### src/rtl/mem_arb_pkg.sv
`default_nettype none
// mem_arb_pkg: state encoding, requester ids and latency-counter width for mem_port_arbiter.
package mem_arb_pkg;

  typedef enum logic [1:0] {
    IDLE  = 2'd0,
    ISSUE = 2'd1,
    WAIT  = 2'd2,
    RESP  = 2'd3
  } state_t;

  localparam logic REQ_IF = 1'b0;
  localparam logic REQ_D  = 1'b1;
  localparam int   CNT_W  = 4;

endpackage
`default_nettype wire

### src/rtl/mem_arb_pick.sv
`default_nettype none
// mem_arb_pick: combinational winner select between fetch and data requesters.
// MEM_ARB_RR_EN selects round-robin on contention; otherwise data has fixed priority.
module mem_arb_pick
  import mem_arb_pkg::*;
(
  input  logic if_req,
  input  logic d_req,
`ifdef MEM_ARB_RR_EN
  input  logic last_winner,
`endif
  output logic winner,
  output logic valid
);

  always_comb begin
    valid  = if_req | d_req;
    winner = d_req ? REQ_D : REQ_IF;
`ifdef MEM_ARB_RR_EN
    // On contention, the requester that did not win last time goes next.
    if (if_req && d_req) begin
      winner = (last_winner == REQ_D) ? REQ_IF : REQ_D;
    end
`endif
  end

endmodule
`default_nettype wire

### src/rtl/mem_port_arbiter.sv
`default_nettype none
// mem_port_arbiter: shares one RAM port between fetch and data paths (issue/wait/response).
// Define MEM_ARB_RR_EN for round-robin arbitration instead of data-over-fetch priority.
module mem_port_arbiter
  import mem_arb_pkg::*;
#(
  parameter int AW      = 32,
  parameter int DW      = 32,
  parameter int MEM_LAT = 1
) (
  input  logic          clk,
  input  logic          reset,
  input  logic          if_req_i,
  input  logic [AW-1:0] if_addr_i,
  output logic          if_gnt_o,
  output logic          if_rvalid_o,
  output logic [DW-1:0] if_rdata_o,
  input  logic          d_req_i,
  input  logic          d_we_i,
  input  logic [AW-1:0] d_addr_i,
  input  logic [DW-1:0] d_wdata_i,
  output logic          d_gnt_o,
  output logic          d_rvalid_o,
  output logic [DW-1:0] d_rdata_o,
  output logic          ram_en_o,
  output logic          ram_we_o,
  output logic [AW-1:0] ram_addr_o,
  output logic [DW-1:0] ram_wdata_o,
  input  logic [DW-1:0] ram_rdata_i,
  output logic          busy_o
);

  if (MEM_LAT < 1 || MEM_LAT > 15) begin : g_lat_check
    $error("mem_port_arbiter: MEM_LAT must be within 1..15");
  end

  localparam logic [CNT_W-1:0] LAT_LOAD = CNT_W'(MEM_LAT - 1);

  state_t           state;
  logic [CNT_W-1:0] cnt;
  logic             cmd_id;
  logic [DW-1:0]    rdata;
  logic             pick_winner;
  logic             pick_valid;

`ifdef MEM_ARB_RR_EN
  logic             last_winner;
`endif

  mem_arb_pick u_pick (
    .if_req      (if_req_i),
    .d_req       (d_req_i),
`ifdef MEM_ARB_RR_EN
    .last_winner (last_winner),
`endif
    .winner      (pick_winner),
    .valid       (pick_valid)
  );

  assign busy_o     = (state != IDLE);
  assign if_rdata_o = rdata;
  assign d_rdata_o  = rdata;

  always_ff @(posedge clk or posedge reset) begin
    if (reset) begin
      state       <= IDLE;
      cnt         <= '0;
      cmd_id      <= REQ_IF;
      rdata       <= '0;
      ram_en_o    <= 1'b0;
      ram_we_o    <= 1'b0;
      ram_addr_o  <= '0;
      ram_wdata_o <= '0;
      if_gnt_o    <= 1'b0;
      d_gnt_o     <= 1'b0;
      if_rvalid_o <= 1'b0;
      d_rvalid_o  <= 1'b0;
`ifdef MEM_ARB_RR_EN
      last_winner <= REQ_IF;
`endif
    end else begin
      // Strobes are single-cycle; only the transitions below raise them.
      ram_en_o    <= 1'b0;
      ram_we_o    <= 1'b0;
      if_gnt_o    <= 1'b0;
      d_gnt_o     <= 1'b0;
      if_rvalid_o <= 1'b0;
      d_rvalid_o  <= 1'b0;
      case (state)
        IDLE, RESP: begin
          if (pick_valid) begin
            state      <= ISSUE;
            cmd_id     <= pick_winner;
            ram_en_o   <= 1'b1;
            ram_we_o   <= (pick_winner == REQ_D) && d_we_i;
            ram_addr_o <= (pick_winner == REQ_D) ? d_addr_i : if_addr_i;
            if (pick_winner == REQ_D) begin
              ram_wdata_o <= d_wdata_i;
            end
            if_gnt_o   <= (pick_winner == REQ_IF);
            d_gnt_o    <= (pick_winner == REQ_D);
`ifdef MEM_ARB_RR_EN
            last_winner <= pick_winner;
`endif
          end else begin
            state <= IDLE;
          end
        end
        ISSUE: begin
          if (ram_we_o) begin
            state <= IDLE;
          end else begin
            state <= WAIT;
            cnt   <= LAT_LOAD;
          end
        end
        WAIT: begin
          if (cnt == '0) begin
            rdata       <= ram_rdata_i;
            state       <= RESP;
            if_rvalid_o <= (cmd_id == REQ_IF);
            d_rvalid_o  <= (cmd_id == REQ_D);
          end else begin
            cnt <= cnt - 1'b1;
          end
        end
        default: state <= IDLE;
      endcase
    end
  end

endmodule
`default_nettype wire

### config.mk
export PLATFORM = sky130hd
export DESIGN_NAME = mem_port_arbiter
export DESIGN_NICKNAME = d
export VERILOG_FILES = /design/src/rtl/mem_arb_pkg.sv /design/src/rtl/mem_arb_pick.sv /design/src/rtl/mem_port_arbiter.sv
export SDC_FILE = /design/constraint.sdc
export NUM_CORES = 1
export LEC_CHECK = 0
export ABC_AREA = 1
export CAP_MARGIN = 30
export CORE_ASPECT_RATIO = 1.1
export CORE_MARGIN = 2
export CORE_UTILIZATION = 40
export CTS_BUF_LIST = sky130_fd_sc_hd__clkbuf_2
export DETAILED_ROUTE_END_ITERATION = 10
export GPL_TIMING_DRIVEN = 0
export PLACE_DENSITY_LB_ADDON = 0.08
export RECOVER_POWER = 100
export SETUP_SLACK_MARGIN = 0.4
export SYNTH_ARGS = -nofsm -noshare
export SYNTH_HDL_FRONTEND = slang
export SYNTH_SLANG_ARGS = --single-unit
### constraint.sdc
create_clock -name clk -period 3.9 [get_ports clk]
set_input_delay 0.585 -clock clk [delete_from_list [all_inputs] [get_ports clk]]
set_output_delay 0.585 -clock clk [all_outputs]
set_load 0.05 [all_outputs]
# Word-level counts from Yosys, hierarchy flattened
# Index checks and enable logic that the tools add are counted.
# word_totals
ram_bits,0
latchBits,0
mem_count,0
rom_bits,0
wordCells,53
register_bits,109
# op_classes
bitwise_logic,3
n_div,0
magnitude_cmp,0
reduce_logical,10
n_shift,0
addsub,1
n_mul,0
n_mux,21
n_eq_ne,6
# op_table
operator,n
$mux 32,1
$mux 1,14
$mux 4,2
$pmux 4 s2,1
$ne 2x2->1 const B,3
$pmux 2 s3,1
$reduce_and 3->1,2
$eq 2x2->1 const B,2
$logic_not 4->1,1
$mux 2,2
$reduce_and 2->1,2
$reduce_bool 2->1,2
$sub 4x1->4 const B,1
$eq 2x1->1 const B,1
$logic_not 2->1,1
$not 1->1,2
$reduce_or 2->1,1
$logic_and 1x1->1,1
$or 1x1->1,1

# Depth between registers and ports, before layout
# Gate-level depths: netlist (run 1).
# depth
ltp_word,4
mapped_depth,9
mapped_depth_nobuf,8

# Cells and area by module
# Synthesis (run 1) repeated with hierarchy kept, for this count alone.
# hier_totals
hier_cells,545
area_unflattened_um2,4719.5
# by_module_without_submodules
module,instances,cells_per_inst,area_each_um2
mem_port_arbiter,1,541,4700.8
mem_arb_pick,1,4,18.8

# Worst setup path before layout (run 1)
# OpenSTA, ideal clock, no wires.
# synth_timing
path_kind,register to output
start,"register rdata[0], in the netlist d_rdata_o[0]"
end,output port if_rdata_o[0]
n_path_buf,1
required_ns,3.315
stages_incl_launch_ff,2
t_arrival_ns,0.904
path_slack_ns,2.411
path_cell_list,dfrtp_1 > buf_4
# synth_lines
element,line,source
start: declaration,mem_port_arbiter.sv:42,logic [DW-1:0] rdata;
start signal: assignment,mem_port_arbiter.sv:119,rdata <= ram_rdata_i;
end: declaration,mem_port_arbiter.sv:17,"output logic [DW-1:0] if_rdata_o,"
# No word-level cell between the ends.

# Worst setup path in the final report (run 1)
# layout_timing
start,register state[0]
end,output port busy_o
# layout_via
elab_chain_cells,1
# layout_lines
element,line,source
start: declaration,mem_port_arbiter.sv:39,state_t state;
start signal: assignment,mem_port_arbiter.sv:66,state <= IDLE;
start signal: assignment,mem_port_arbiter.sv:92,state <= ISSUE;
start signal: assignment,mem_port_arbiter.sv:106,state <= IDLE;
$reduce_bool 2->1,mem_port_arbiter.sv:60,assign busy_o = (state != IDLE);
end: declaration,mem_port_arbiter.sv:30,output logic busy_o
# No other way between the ends.

==> impl_metrics.csv, run 1 <==
group,metric,value,unit
clock_tree,post_cts_buffers,0,
global_route,grt-busiest-layer,"met2",
clock_tree,ctsResizeCount,0,
status,outcome,"finished, violations left",
clock_tree,htreeDepth,3,
clock_tree,cts_tree,"yes",
clock_tree,clockRootBuffer,"clkbuf_2",
timing,hold_violations,0,
timing,min_period,2.79,ns
detailed_routing,drcViolationCount,0,
placement,dpl_worst_slack,1.81,ns
worst_setup_path,critical_path_arrival,2.20,ns
logic_synthesis,seq_area_frac_synth,56.4,%
power_and_ir_drop,p_leak,3.92,nW
worst_setup_path,crit_fanout,3,
timing,skew,0.0404,ns
floorplanning,rows,42,
timing,rsz0062_at_grt,"false",
detailed_routing,vias,4638,
worst_setup_path,endpoint_kind,"output pin",
floorplanning,fp.dieH,119,um
timing,max_freq,358,MHz
clock_tree,cts_buffers,9,
placement,dp_hpwl,10600,um
cells_and_area,layout-drive-gt1-share,6.74,%
worst_setup_path,crit_type,"flip-flop to output pin",
job,drv_cap,1,
power_and_ir_drop,power_density,968,nW/um^2
floorplanning,pin_count,268,
clock_tree,insertion_delay,0.59,ns
detailed_routing,viasPerCell,4.56,
timing,fin_crit_sh,71.5,%
global_route,use_met2,36.5,%
status,violations,"max-capacitance violations, max-slew violations",
logic_synthesis,syn_area_per_cell,8.38,sq um
global_route,antenna_found_initial,1,
global_route,grt_pass1_vias,4629,
detailed_routing,ant_nets,0,
global_route,grtUsageTotal,20.9,%
timing,tightest_slew,1.75,ns
detailed_routing,drtIter0Drc,163,
cells_and_area,nNetsFinal,994,
logic_synthesis,synth_top_area_share,56.4,%
global_route,grt-ovfl-total,0,
global_route,grt_max_degree,72,
clock_tree,ctsHoldBuffers,0,
min_path,hold_class,"flip-flop to flip-flop",
timing,fin_ws,1.11,ns
detailed_routing,drt_pass1_iterations,4,
clock_tree,clkTransAtPathRegs,0.26,ns
logic_synthesis,netlist.top_cell.by_area,"dfrtp_1",
logic_synthesis,syn-num-nets,715,
global_route,use_met3,6.90,%
placement,gp_congestion,0.779,
power_and_ir_drop,ir_drop,0.526,mV
floorplanning,dieArea,13000,sq um
placement,io_buffers,267,
clock_tree,cts_sinks,109,
timing,slew_violations,39,
detailed_routing,wirelength,13300,um
clock_tree,clk_path_buf_depth,2,
detailed_routing,wl_per_cell,13.1,um
worst_setup_path,cp.required,3.31,ns
logic_synthesis,synthCells,577,
cells_and_area,fill_cells,1042,
floorplanning,die_w,109,um
logic_synthesis,ys_seq_elements,109,
logic_synthesis,synth_cell_types,20,
logic_synthesis,synth_area_leaders,"dfrtp_1, nand2_1, buf_4, o21ai_0, o21ai_1",
global_route,grtUsageMet1,23.3,%
worst_setup_path,critPathLaunchType,"flip-flop",
logic_synthesis,netlist_area,4840,sq um
timing,relSlewSlack,-17.1,%
cells_and_area,syn_to_final_growth,61.1,%
floorplanning,start_util,40.5,%
timing,setup_viol,0,
global_route,grt_pass1_wl,21400,um
floorplanning,core,11900,sq um
logic_synthesis,yosys_warnings,0,
timing,hold_slack,0.447,ns
[synthesized netlist by cell type]
library cell and count:
nand2_4 1, a21oi_1 3, o21ai_0 36, o21ai_1 35, nand2_2 1, buf_6 3, nand3_2 1, clkbuf_1 4
nor2_1 7, buf_2 11, dfrtp_1 109, nand3_1 2, nor2_2 1, nand4_1 1, ha_1 5, inv_2 5
xor2_1 1, inv_1 42, nand2_1 269, buf_4 40
[area by class of cell]
| class | count | area [sq um] | share of cell area [%] |
|---|---|---|---|
| Sequential cell | 109 | 2730 | 35.0 |
| Timing Repair Buffer | 268 | 2700 | 34.7 |
| Multi-Input combinational cell | 363 | 1510 | 19.4 |
| Buffer | 58 | 363 | 4.66 |
| Tap cell | 154 | 193 | 2.47 |
| Inverter | 47 | 178 | 2.28 |
| Clock inverter | 6 | 62.6 | 0.803 |
| Clock buffer | 10 | 50.0 | 0.643 |
| Antenna cell | 1 | 2.50 | 0.0321 |
[worst paths after layout]
kind                               start              to  slack, ns  cells after the start
worst min-delay path              cmd_id     if_rvalid_o       0.45                      1
min in group asynchronous          reset         d_gnt_o       0.83                      2
worst min register to register    cmd_id     if_rvalid_o       0.45                      1
worst max register to register  state[0]  ram_addr_o[29]       1.73                      9
worst max-delay path            state[0]          busy_o       1.11                      4
max in group asynchronous          reset          cnt[1]       2.06                      3
[report_power, final]
group / switching (W) / total, W / internal [W] / leakage [nW]
Combinational: 0.00352 / 0.00505 / 0.00153 / 2.51
Sequential: 0.000309 / 0.00198 / 0.00167 / 1.35
Clock: 0.000368 / 0.000517 / 0.000149 / 0.0660
[sequential cells by signal, indices dropped and copies added (netlist names)]
register	cells
d_rdata_o	32
ram_addr_o	32
d_rvalid_o	1
ram_en_o	1
if_rvalid_o	1
cnt	4
ram_we_o	1
if_gnt_o	1
ram_wdata_o	32
cmd_id	1
state	2
d_gnt_o	1
[metal layers]
layer	routed length (um)	up-vias	part of all wire (%)
met5	0	-	0
met4	377	0	2.8
met3	1170	22	8.8
met2	6870	170	52
met1	4910	2159	37
li1	-	2287	-
[critical path, stage by stage, from the launching register on]
cell	delay, ns
dfrtp_1	0.43
inv_1	0.07
ha_1	0.20
inv_1	0.05
dlygate4sd3_1	0.91
[cells in the final DEF (no fill, tap or decap), types with 7 or more instances in the layout]
cell / Yosys / final
buf_4: 40 / 38
dlygate4sd3_1: 0 / 136
clkbuf_1: 4 / 18
inv_1: 42 / 46
clkbuf_2: 0 / 10
nand2_1: 269 / 271
o21ai_0: 36 / 64
dfrtp_1: 109 / 109
clkdlybuf4s50_1: 0 / 131
nor2_1: 7 / 7
o21ai_1: 35 / 7
[per-stage QoR]
stage | TNS, ns | area [sq um] | std cells | total power (W) | util (%)
finish | 0 | 7790 | 1016 | 0.00754 | 65.3
floorplan | 0 | 4840 | 577 | 0.00560 | -
global placement | -125.31 | 7700 | 998 | 0.00735 | 64.6
detailed placement | 0 | 7730 | 999 | 0.00746 | 64.8
global route | 0 | 7790 | 1016 | 0.00799 | 65.3
CTS | 0 | 7840 | 1015 | 0.00799 | 65.8
[cell families (layout without fill, tap and decap cells)]
group | Yosys count | count (layout) | synth area share (%)
other | 0 | 1 | 0
AND/OR/NAND/NOR | 283 | 283 | 22.5
adder cells (fa/ha/maj) | 5 | 5 | 1.29
AO/OA/AOI/OAI | 74 | 74 | 7.66
XOR/XNOR | 1 | 1 | 0.181
flip-flops | 109 | 109 | 56.4
buffers and inverters | 105 | 389 | 12.0
Note: power is estimated with default switching activity, not from simulation.
==> run 2: changes to the inputs <==
- CORE_UTILIZATION: 40 -> 36
- clock period: 3.9 -> 2.32 ns (I/O delays scaled with it)
==> run 2 against run 1 <==
  * The run now ends clean
  * Global-route usage fell by 0.81 points
  * Largest cell class is now flip-flops and latches
  * Utilization fell by 12 points
  * Final area fell by 9.5%
  * Sequential cell count did not move
  * Sequential share of layout area rose by 3.7 points
  * Critical path depth did not move
  * Clock-buffer cell count did not move
==> impl_metrics.csv, run 2 (same netlist as run 1, synthesis figures left out) <==
group,metric,value,unit
worst_setup_path,r2r-start,"state[0]",
placement,dpl_worst_slack,0.464,ns
global_route,grt_pass1_wl,22800,um
timing,fin_ws,0.348,ns
clock_tree,htreeDepth,3,
timing,skew,0.0329,ns
timing,min_period,1.97,ns
placement,io_buffers,267,
timing,tns,0,ns
clock_tree,insertion_delay,0.59,ns
detailed_routing,drt_pass1_iterations,5,
cells_and_area,syn_to_final_growth,45.7,%
floorplanning,rows,44,
global_route,grt-ovfl-total,0,
floorplanning,core,13200,sq um
worst_setup_path,timing.rr.end,"ram_addr_o[25]",
worst_setup_path,critPathLaunchType,"flip-flop",
clock_tree,clockRootBuffer,"clkbuf_2",
global_route,antenna_found_initial,0,
min_path,hold_class,"input port to flip-flop",
detailed_routing,ant_nets,0,
timing,relSlewSlack,44.5,%
detailed_routing,drcViolationCount,0,
job,drv_cap,0,
clock_tree,clk_path_buf_depth,2,
timing,slew_violations,0,
floorplanning,pin_count,268,
timing,max_freq,507,MHz
cells_and_area,antenna_cells,0,
clock_tree,clkTransAtPathRegs,0.27,ns
clock_tree,cts_buffers,9,
placement,gp_congestion,0.800,
placement,dp_hpwl,11100,um
detailed_routing,wirelength,14100,um
timing,hold_slack,0.247,ns
cells_and_area,nNetsFinal,999,
timing,setup_viol,0,
detailed_routing,viasPerCell,4.56,
floorplanning,start_util,36.8,%
cells_and_area,final_common_cell,"nand2_1",
global_route,grtUsageTotal,20.1,%
detailed_routing,vias,4676,
min_path,hold_start,"d_wdata_i[9]",
worst_setup_path,rrSetupSlack,0.37,ns
global_route,grt_max_degree,37,
worst_setup_path,crit_type,"flip-flop to output pin",
timing,fin_crit_sh,85.0,%
clock_tree,cts_tree,"yes",
timing,tightest_slew,0.827,ns
detailed_routing,drtIter0Drc,188,
min_path,min_to,"ram_wdata_o[9]",
worst_setup_path,cp.required,1.97,ns
clock_tree,cts_sinks,109,
timing,hold_violations,0,
min_path,hold_depth,3,
worst_setup_path,rr_worst_depth,8,
global_route,grt_pass1_vias,4746,
cells_and_area,layout-drive-gt1-share,8.44,%
floorplanning,dieArea,14400,sq um
timing,rsz0062_at_grt,"true",
worst_setup_path,crit_fanout,3,
floorplanning,die_w,115,um
worst_setup_path,endpoint_kind,"output pin",
floorplanning,fp.dieH,126,um
worst_setup_path,critical_path_arrival,1.62,ns
status,outcome,"completed",
detailed_routing,wl_per_cell,13.8,um
cells_and_area,final_cell_mix,"nand2_1, clkbuf_1, clkdlybuf4s50_1",
run 2: metrics by stage:
step                      area [sq um]  instances  utilization, %
after floorplan                   4840        577               -
after global placement            7710       1005            58.6
after detailed placement          7770       1008            59.1
after CTS                         7970       1024            60.6
after global routing              7050       1026            53.6
final                             7050       1026            53.6
run 2: cell type report:
cell class                 count  area (sq um)
timing repair buffer         273          1910
clock inverter                 5          76.3
fill                        1293          6110
multi-input combinational    363          1510
inverter                      47           178
clock buffer                  10          50.0
sequential                   109          2730
buffer                        58           394
tap                          161           201
run 2: worst max-delay path, stage by stage (launching register included):
cell	delay, ns
dfrtp_1	0.44
inv_1	0.08
ha_1	0.21
inv_2	0.05
clkbuf_2	0.28
run 2: what timing repair did:
action                                  CTS  global route
hold buffers                              1             0
endpoints found under the setup margin  135            25
hold endpoints to repair                 16             0
resized for setup                       425            43
buffers inserted                          0             2
run 2: worst max path at each step:
| stage | start | to | slack (ns) | depth (start not counted) |
|---|---|---|---|---|
| 6_report | state[0] | busy_o | 0.35 | 4 |
| 5_1_grt | state[0] | ram_addr_o[12] | 0.16 | 8 |
| 2_1_floorplan | reset | cmd_id | 0.66 | 1 |
| 4_1_cts | state[0] | busy_o | 0.28 | 4 |
| 3_3_place_gp | reset | d_rdata_o[31] | -0.43 | 2 |
| 3_5_place_dp | state[0] | busy_o | 0.46 | 4 |
run 2: layer usage:
metal / GRT usage [%] / wire length, um
met1: 22.6 / 5590
met3: 5.87 / 1210
met4: 8.46 / 402
met2: 35.2 / 6920
met5: 0 / 0
Power of run 2 is not shown: default switching activity piles up to over one toggle a cycle in this logic, so the estimate is an artifact.
==> run 3: changes to the inputs <==
- clock period: 2.32 -> 1.8 ns (I/O delays scaled with it)
==> run 3 against run 2 <==
  * Final area is 17% higher
  * Worst hold slack got worse by 0.056 ns
  * Clock skew fell by 0.011 ns
  * Critical path type unchanged
  * Critical endpoint is now if_rdata_o[15]
  * Largest cell class is now non-clock buffers
==> impl_metrics.csv, run 3 (same netlist as run 1, synthesis figures left out) <==
group,metric,value,unit
timing,slew_violations,0,
floorplanning,pin_count,268,
global_route,antenna_found_initial,0,
detailed_routing,vias,4916,
clock_tree,cts_tree,"yes",
cells_and_area,syn_to_final_growth,70.0,%
detailed_routing,wirelength,15600,um
cells_and_area,nNetsFinal,1044,
detailed_routing,wl_met1,5650,um
timing,rsz0062_at_grt,"true",
status,outcome,"completed",
detailed_routing,drt_pass1_iterations,4,
clock_tree,insertion_delay,0.56,ns
detailed_routing,drtIter0Drc,142,
clock_tree,cts_buffers,9,
placement,place_inst,1008,
timing,fin_crit_sh,93.9,%
timing,max_freq,592,MHz
detailed_routing,ant_nets,0,
job,drv_cap,0,
worst_setup_path,rrSetupSlack,0.14,ns
floorplanning,die_w,115,um
cells_and_area,multi_input_area,1820,sq um
placement,dp_hpwl,11100,um
detailed_routing,drcViolationCount,0,
floorplanning,start_util,36.8,%
global_route,grt_pass1_vias,4784,
worst_setup_path,crit_type,"flip-flop to output pin",
timing,skew,0.0215,ns
cells_and_area,final_common_cell,"nand2_1",
clock_tree,clkTransAtPathRegs,0.27,ns
clock_tree,clk_path_buf_depth,2,
cells_and_area,finalNonFillerCells,1071,
worst_setup_path,critPathLaunchType,"flip-flop",
worst_setup_path,endpoint_kind,"output pin",
clock_tree,htreeDepth,3,
timing,tightest_slew,1.21,ns
timing,setup_viol,0,
clock_tree,clockRootBuffer,"clkbuf_2",
global_route,grt-ovfl-total,0,
global_route,grt_pass1_wl,23100,um
global_route,grt_max_degree,34,
detailed_routing,wl_met3,1130,um
cells_and_area,ff_latch_area,2730,sq um
detailed_routing,routed.top_layer,"met4",
timing,min_period,1.69,ns
floorplanning,rows,44,
placement,gp_congestion,0.790,
global_route,grtUsageTotal,20.2,%
cells_and_area,fill_cells,1204,
cells_and_area,antenna_cells,0,
detailed_routing,viasPerCell,4.59,
floorplanning,dieArea,14400,sq um
clock_tree,cts_sinks,109,
min_path,hold_class,"input port to flip-flop",
floorplanning,core,13200,sq um
worst_setup_path,cp.required,1.53,ns
detailed_routing,wl_per_cell,14.6,um
cells_and_area,layout-drive-gt1-share,33.6,%
placement,io_buffers,267,
detailed_routing,met2WireLength,8530,um
floorplanning,fp.dieH,126,um
cells_and_area,final_cell_mix,"nand2_1, clkdlybuf4s50_1, clkbuf_2",
worst_setup_path,crit_fanout,3,
timing,hold_violations,0,
clock_tree,ctsHoldBuffers,0,
timing,relSlewSlack,19.1,%
worst_setup_path,critical_path_arrival,1.42,ns
==> run 3: metrics by stage <==
stage	setup TNS [ns]	instance area [sq um]	hold WS (ns)	setup slack, ns	util, %
finish	0	8220	0.190	0.110	62.5
global route	0	8220	0.140	0.0328	62.5
CTS	0	8320	0.0241	0.0869	63.3
detailed placement	0	7790	0.417	0.0623	59.2
global placement	-96.05	7730	0.409	-0.885	58.7
floorplan	0	4850	0.380	0.215	-
==> run 3: worst max-delay path: stages (launching register included) <==
cell and delay [ns]:
dfrtp_1 0.47, clkdlybuf4s15_1 0.23, buf_8 0.16
==> run 3: timing repair <==
action	CTS	global route
pin swaps	1	6
gates resized for setup	990	190
setup buffers	15	24
endpoints found under the setup margin	235	236
cloned	0	9
==> run 3: final timing paths <==
path,from,endpoint,cells past startpoint
hold / removal,ram_rdata_i[12],d_rdata_o[12],3
setup reg to reg,state[1],ram_addr_o[11],9
hold reg to reg,cmd_id,if_rvalid_o,1
min in group asynchronous,reset,ram_wdata_o[8],2
setup / recovery,d_rdata_o[15],if_rdata_o[15],2
max in group asynchronous,reset,ram_we_o,4
==> run 3: layer usage <==
layer,up-vias,track usage [%]
li1,2390,-
met1,2321,22.2
met2,178,37.0
met3,27,5.91
met4,0,5.88
met5,-,0
==> run 3: cell type report <==
cell class | instances | area share, %
Buffer | 58 | 6.63
Clock buffer | 10 | 0.609
Clock inverter | 5 | 0.639
Inverter | 47 | 2.56
Multi-Input combinational cell | 364 | 22.1
Sequential cell | 109 | 33.2
Tap cell | 161 | 2.45
Timing Repair Buffer | 316 | 31.7
Timing Repair inverter | 1 | 0.137
Power of run 3 is left out for the same reason.
